`config.mk`:
```
export PLATFORM = sky130hd
export DESIGN_NAME = pipelined_adder
export DESIGN_NICKNAME = d
export VERILOG_FILES = /design/src/rtl/alu_pkg.sv /design/src/rtl/adder_seg.sv /design/src/rtl/pipelined_adder.sv
export SDC_FILE = /design/constraint.sdc
export NUM_CORES = 1
export LEC_CHECK = 0
export ABC_AREA = 1
export CORE_MARGIN = 8
export CORE_UTILIZATION = 58
export DETAILED_ROUTE_END_ITERATION = 8
export PLACE_DENSITY = 0.93
export SLEW_MARGIN = 0
export SYNTH_ARGS = -nofsm -noshare
export SYNTH_HDL_FRONTEND = slang
export SYNTH_SLANG_ARGS = --single-unit
export TNS_END_PERCENT = 1
```
`constraint.sdc`:
```
create_clock -name clk -period 8.1 [get_ports clk]
set_clock_uncertainty 0.15 [all_clocks]
set_input_delay 1.215 -clock clk [delete_from_list [all_inputs] [get_ports clk]]
set_output_delay 1.215 -clock clk [all_outputs]
set_load 0.03 [all_outputs]
```
`src/rtl/alu_pkg.sv`:
```
// alu_pkg: shared opcode encodings and default datapath width for the ALU and address paths
package alu_pkg;
    localparam logic OP_ADD    = 1'b0;
    localparam logic OP_SUB    = 1'b1;
    localparam int   DEF_WIDTH = 32;
endpackage

```
`src/rtl/adder_seg.sv`:
```
// adder_seg: combinational SEG-bit ripple-carry segment that also exposes the carry into its MSB
module adder_seg #(
    parameter int SEG = 8
) (
    input  logic [SEG-1:0] a,
    input  logic [SEG-1:0] b,
    input  logic           cin,
    output logic [SEG-1:0] sum,
    output logic           cout,
    output logic           cmsb
);
    logic [SEG:0] c;
    always_comb begin
        c    = '0;
        c[0] = cin;
        for (int i = 0; i < SEG; i++) c[i+1] = (a[i] & b[i]) | (c[i] & (a[i] ^ b[i]));
    end
    assign sum  = a ^ b ^ c[SEG-1:0];
    assign cout = c[SEG];
    assign cmsb = c[SEG-1];
endmodule

```
`src/rtl/pipelined_adder.sv`:
```
// pipelined_adder: WIDTH-bit add/subtract split into STAGES registered carry segments with valid/ready flow control
module pipelined_adder
    import alu_pkg::*;
#(
    parameter int WIDTH  = DEF_WIDTH,
    parameter int STAGES = 4
) (
    input  logic             clk,
    input  logic             rst_n,
    input  logic             in_valid,
    output logic             in_ready,
    input  logic [WIDTH-1:0] a,
    input  logic [WIDTH-1:0] b,
    input  logic             cin,
    input  logic             op,
    output logic             out_valid,
    input  logic             out_ready,
    output logic [WIDTH-1:0] sum,
    output logic             cout,
    output logic             ovf,
    output logic             zero
);
    localparam int SEG  = WIDTH / STAGES;
    localparam int LAST = STAGES - 1;
    logic en;
    logic ovf_r, zero_r;
    logic unused;
    assign en       = ~out_valid | out_ready;
    assign in_ready = en;
    for (genvar k = 0; k < STAGES; k++) begin : g_st
        logic [WIDTH-1:0] ai, bi, si, sn, a_r, b_r, s_r;
        logic             vi, ci, co, cm, v_r, c_r;
        logic [SEG-1:0]   ss;
        logic             unused_in;
        if (k == 0) begin : g_src
            assign vi = in_valid;
            assign ai = a;
            assign bi = op == OP_SUB ? ~b : b;
            assign ci = op == OP_ADD ? cin : ~cin;
            assign si = '0;
        end else begin : g_src
            assign vi = g_st[k-1].v_r;
            assign ai = g_st[k-1].a_r;
            assign bi = g_st[k-1].b_r;
            assign ci = g_st[k-1].c_r;
            assign si = g_st[k-1].s_r;
        end
        adder_seg #(.SEG(SEG)) u_seg (
            .a   (ai[k*SEG +: SEG]),
            .b   (bi[k*SEG +: SEG]),
            .cin (ci),
            .sum (ss),
            .cout(co),
            .cmsb(cm)
        );
        always_comb begin
            sn               = si;
            sn[k*SEG +: SEG] = ss;
        end
        // data registers only load real beats so outputs keep the last result across bubbles
        always_ff @(posedge clk) begin
            if (!rst_n) begin
                v_r <= 1'b0;
                a_r <= '0;
                b_r <= '0;
                s_r <= '0;
                c_r <= 1'b0;
            end else if (en) begin
                v_r <= vi;
                if (vi) begin
                    a_r <= ai;
                    b_r <= bi;
                    s_r <= sn;
                    c_r <= co;
                end
            end
        end
        assign unused_in = ^{ai, bi, cm};
    end
    always_ff @(posedge clk) begin
        if (!rst_n) begin
            ovf_r  <= 1'b0;
            zero_r <= 1'b0;
        end else if (en && g_st[LAST].vi) begin
            ovf_r  <= g_st[LAST].cm ^ g_st[LAST].co;
            zero_r <= ~|g_st[LAST].sn;
        end
    end
    assign out_valid = g_st[LAST].v_r;
    assign sum       = g_st[LAST].s_r;
    assign cout      = g_st[LAST].c_r;
    assign ovf       = ovf_r;
    assign zero      = zero_r;
    assign unused    = ^{g_st[LAST].a_r, g_st[LAST].b_r};
endmodule

```
==> metrics.md <==
| Metric | Value |
|---|---|
| Mapped cell area | approximately 7500 sq um |
| Tcrit/Tclk final | 0.6572 |
| Synth Register Bits | approximately 190 |
| Final cell count without fillers | 1135 |
| GRT overflow | 0 |
| Post-CTS Setup Bufs | 0 |
| Met3 GRT Util | 0.04971 |
| FF+latch area | 3724 sq um |
| Footprint of the multi-input gates | 3248 sq um |
| Distinct cells, synth | 24 |
| GR peak layer | met2 |
| Area delta synth->final | 20.44% |
| Leakage | 3.545 nW |
| CTS root buffer | clkbuf_16 |
| WL/cell | 13.97 microns |
| Clock buffer count from CTS | 17 |
| Max_cap viols | 0 |
| RSZ-0062 raised after global routing | false |
| Max-slew headroom | 0.4080 |
| Fraction of registers with async set or reset after synthesis | 0 |
| Post-synthesis area per instance | 8.485 sq um |
| Cell mode on critical path | fa_1 |
| Hold bufs inserted after CTS | 0 |
| Design Area, Final | 9024 sq um |
| Peak supply drop | 0.1240 mV |
| Status | complete, no violations |
| Antenna Nets Post-Route | 0 |
| Via density | 5.158 |
| Setup CP Type | input port to flip-flop |
| Max Clk Rate | 187.9 MHz |
| CTS tree | yes |
| Die Wd | approximately 130 microns |
| Largest net degree at the start of global routing | 94 |
| Post-synth EDFFs | 0 |
| Top_reg_cell synth | dfxtp_1 |
| Clk Latency, worst-skew pair | roughly 430 ps |
| DR iter-0 viols | between 500 and 600 |
| Final hold vios | 0 |
| Core area | roughly 13000 sq um |
| Vias in the first global route | 5666 |
| Dpl cells | 1103 |
| Layout fillers | 942 |
| Deepest clock path buffer count | 2 |
| Die area | 16810 sq um |
| Met2 Use GR | 0.3161 |
| Final design utilization | 0.7151 |
| Initial antenna violation count | 0 |
| Data arrival time of the critical path | 5490 ps |
| Ys Warns | 0 |
| Syn_nets | 985 |
| TNS Setup | 0 ps |
| Die height | 129.7 microns |
| Ports | 107 |
| Port buffer count | between 100 and 150 |
| Drt drc | 0 |
| Seq/Total Area, Yosys | 0.4970 |
| Hold crit path type | flip-flop to flip-flop |
| Fraction of layout cells with a size suffix above 1 | 0.04881 |
| Mapped Cells | 883 |
| Gp weighted congestion | between 0.7 and 0.8 |
| CP endpoint kind | flip-flop |
| First-pass GRT wire length | 26090 microns |
| Post-DP HPWL | 10690 microns |
| Routed WL | 15860 microns |
| Final Max Slew Viols | 0 |
| H-tree depth | 4 |
| Fin crit period | 5323 ps |
| Dpl cell area | 8444 sq um |
| Initial Util | 0.5937 |
| NumNets Final | between 1000 and 1500 |
| DR pass1 iterations | 5 |
| Final setup violation count | 0 |
| P per Cell Area | 228.3 nW/um^2 |
| Critical path fanouts, max | 33 |
| GR Util met1 | 0.2386 |
| Post_cts resized | 0 |
| GRT Util Overall | 0.1930 |
| Worst-Margin Slew | 886.8 ps |
| Crit-path cells | buf_2, buf_4, xnor2_1, fa_1, fa_1, fa_1, fa_1, fa_1, inv_1, fa_1, inv_1, fa_1, inv_1, fa_1, o21ai_0, nor2_1 |
| Slowest cell on the critical path | buf_4 |
| Clock slew at reported path FFs | 70 ps |
| CP max stage delay | 450 ps |
| DR vias | 5854 |
| Row count | 41 |
| CP Launch Type | input port |
| Power Total | 2.060 mW |
| N_diodes | 0 |
| Worst path required time | 8270 ps |
| CTS sink cnt | 186 |
-- cell usage after synthesis (6+ instances only) --
| library cell | n | share of area |
|---|---|---|
| o21ai_1 | 18 | 0.012 |
| xor2_1 | 15 | 0.018 |
| fa_1 | 32 | 0.086 |
| buf_4 | 10 | 0.010 |
| dfxtp_1 | 186 | 0.50 |
| a211oi_1 | 6 | 0.0060 |
| xnor2_1 | 19 | 0.022 |
| buf_2 | 17 | 0.011 |
| nor2_1 | 260 | 0.13 |
| nand2_1 | 10 | 0.0050 |
| buf_6 | 6 | 0.0090 |
| o21ai_0 | 156 | 0.10 |
| inv_1 | 44 | 0.022 |
| clkbuf_1 | 25 | 0.013 |
| a21oi_1 | 62 | 0.041 |
-- power by group --
| group | internal, mW | switching, mW | total, mW |
|---|---|---|---|
| logic | 0.111 | 0.143 | 0.254 |
| registers | 0.973 | 0.0329 | 1.01 |
| clock network | 0.438 | 0.362 | 0.800 |
| total | 1.52 | 0.538 | 2.06 |
-- critical path, delay by kind of cell --
kind / cells / cell delay [ps]
fa+ha+maj: 8 / 3110
simple gates: 1 / 60
buf+inv: 5 / 740
compound gates: 1 / 180
xor+xnor: 1 / 190
-- sequential cells by signal (all words and copies together) (netlist names) --
name       count
ovf            1
g_st.c_r       3
g_st.v_r       3
g_st.a_r      48
g_st.s_r      48
zero           1
sum           32
out_valid      1
cout           1
g_st.b_r      48
-- routing by layer --
| layer | share of wire | wire [microns] |
|---|---|---|
| met2 | 0.47 | 7495 |
| met4 | 0.019 | 306 |
| met1 | 0.45 | 7098 |
| met3 | 0.060 | 957 |
| met5 | 0 | 0 |
-- cell usage in the layout, fill, tap and decap left out, types with 5 or more instances in the layout --
master	instances
nor2_1	260
dfxtp_1	186
o21ai_0	156
clkdlybuf4s50_1	104
a21oi_1	62
inv_1	44
fa_1	32
xnor2_1	19
o21ai_1	18
clkbuf_16	17
xor2_1	15
nand2_1	10
a211oi_1	6
clkinvlp_4	5
clkinv_4	5
-- cells by family (layout without fill, tap and decap cells) --
| kind of cell | Yosys count | in the layout | share of synthesized area |
|---|---|---|---|
| buffers and inverters | 109 | 189 | 0.06947 |
| and+or+nand+nor | 280 | 280 | 0.1446 |
| AOI/OAI and AO/OA | 242 | 242 | 0.1637 |
| adders and majority gates | 32 | 32 | 0.08550 |
| DFF | 186 | 186 | 0.4970 |
| xor gates and xnor gates | 34 | 34 | 0.03975 |
-- path summary, 6_finish.rpt --
check / cells after the start / startpoint / slack, ps / end
min: 2 / g_st[0].b_r[16]$_SDFFE_PN0P_ / 300 / g_st[0].b_r[16]$_SDFFE_PN0P_
min reg2reg: 2 / g_st[0].b_r[16]$_SDFFE_PN0P_ / 300 / g_st[0].b_r[16]$_SDFFE_PN0P_
max: 16 / op / 2780 / g_st[0].s_r[7]$_SDFFE_PN0P_
max reg2reg: 17 / g_st[2].a_r[24]$_SDFFE_PN0P_ / 3890 / zero$_SDFFE_PN0P_
-- layout make-up --
type	instances	area share
Clock buffer	18	0.04867
Sequential cell	186	0.4126
Inverter	49	0.02094
Multi-Input combinational cell	588	0.3600
Clock inverter	14	0.01553
Tap cell	172	0.02385
Timing Repair Buffer	108	0.1184
-- stage by stage --
stage / hold slack [ps] / setup WS (ps)
3_3_place_gp: 292.3 / 2478
5_1_grt: 336.0 / 2563
3_5_place_dp: 298.8 / 2278
4_1_cts: 307.9 / 2750
2_1_floorplan: 279.7 / 2757
6_report: 304.3 / 2777
Power figures use the tool's default switching activity.
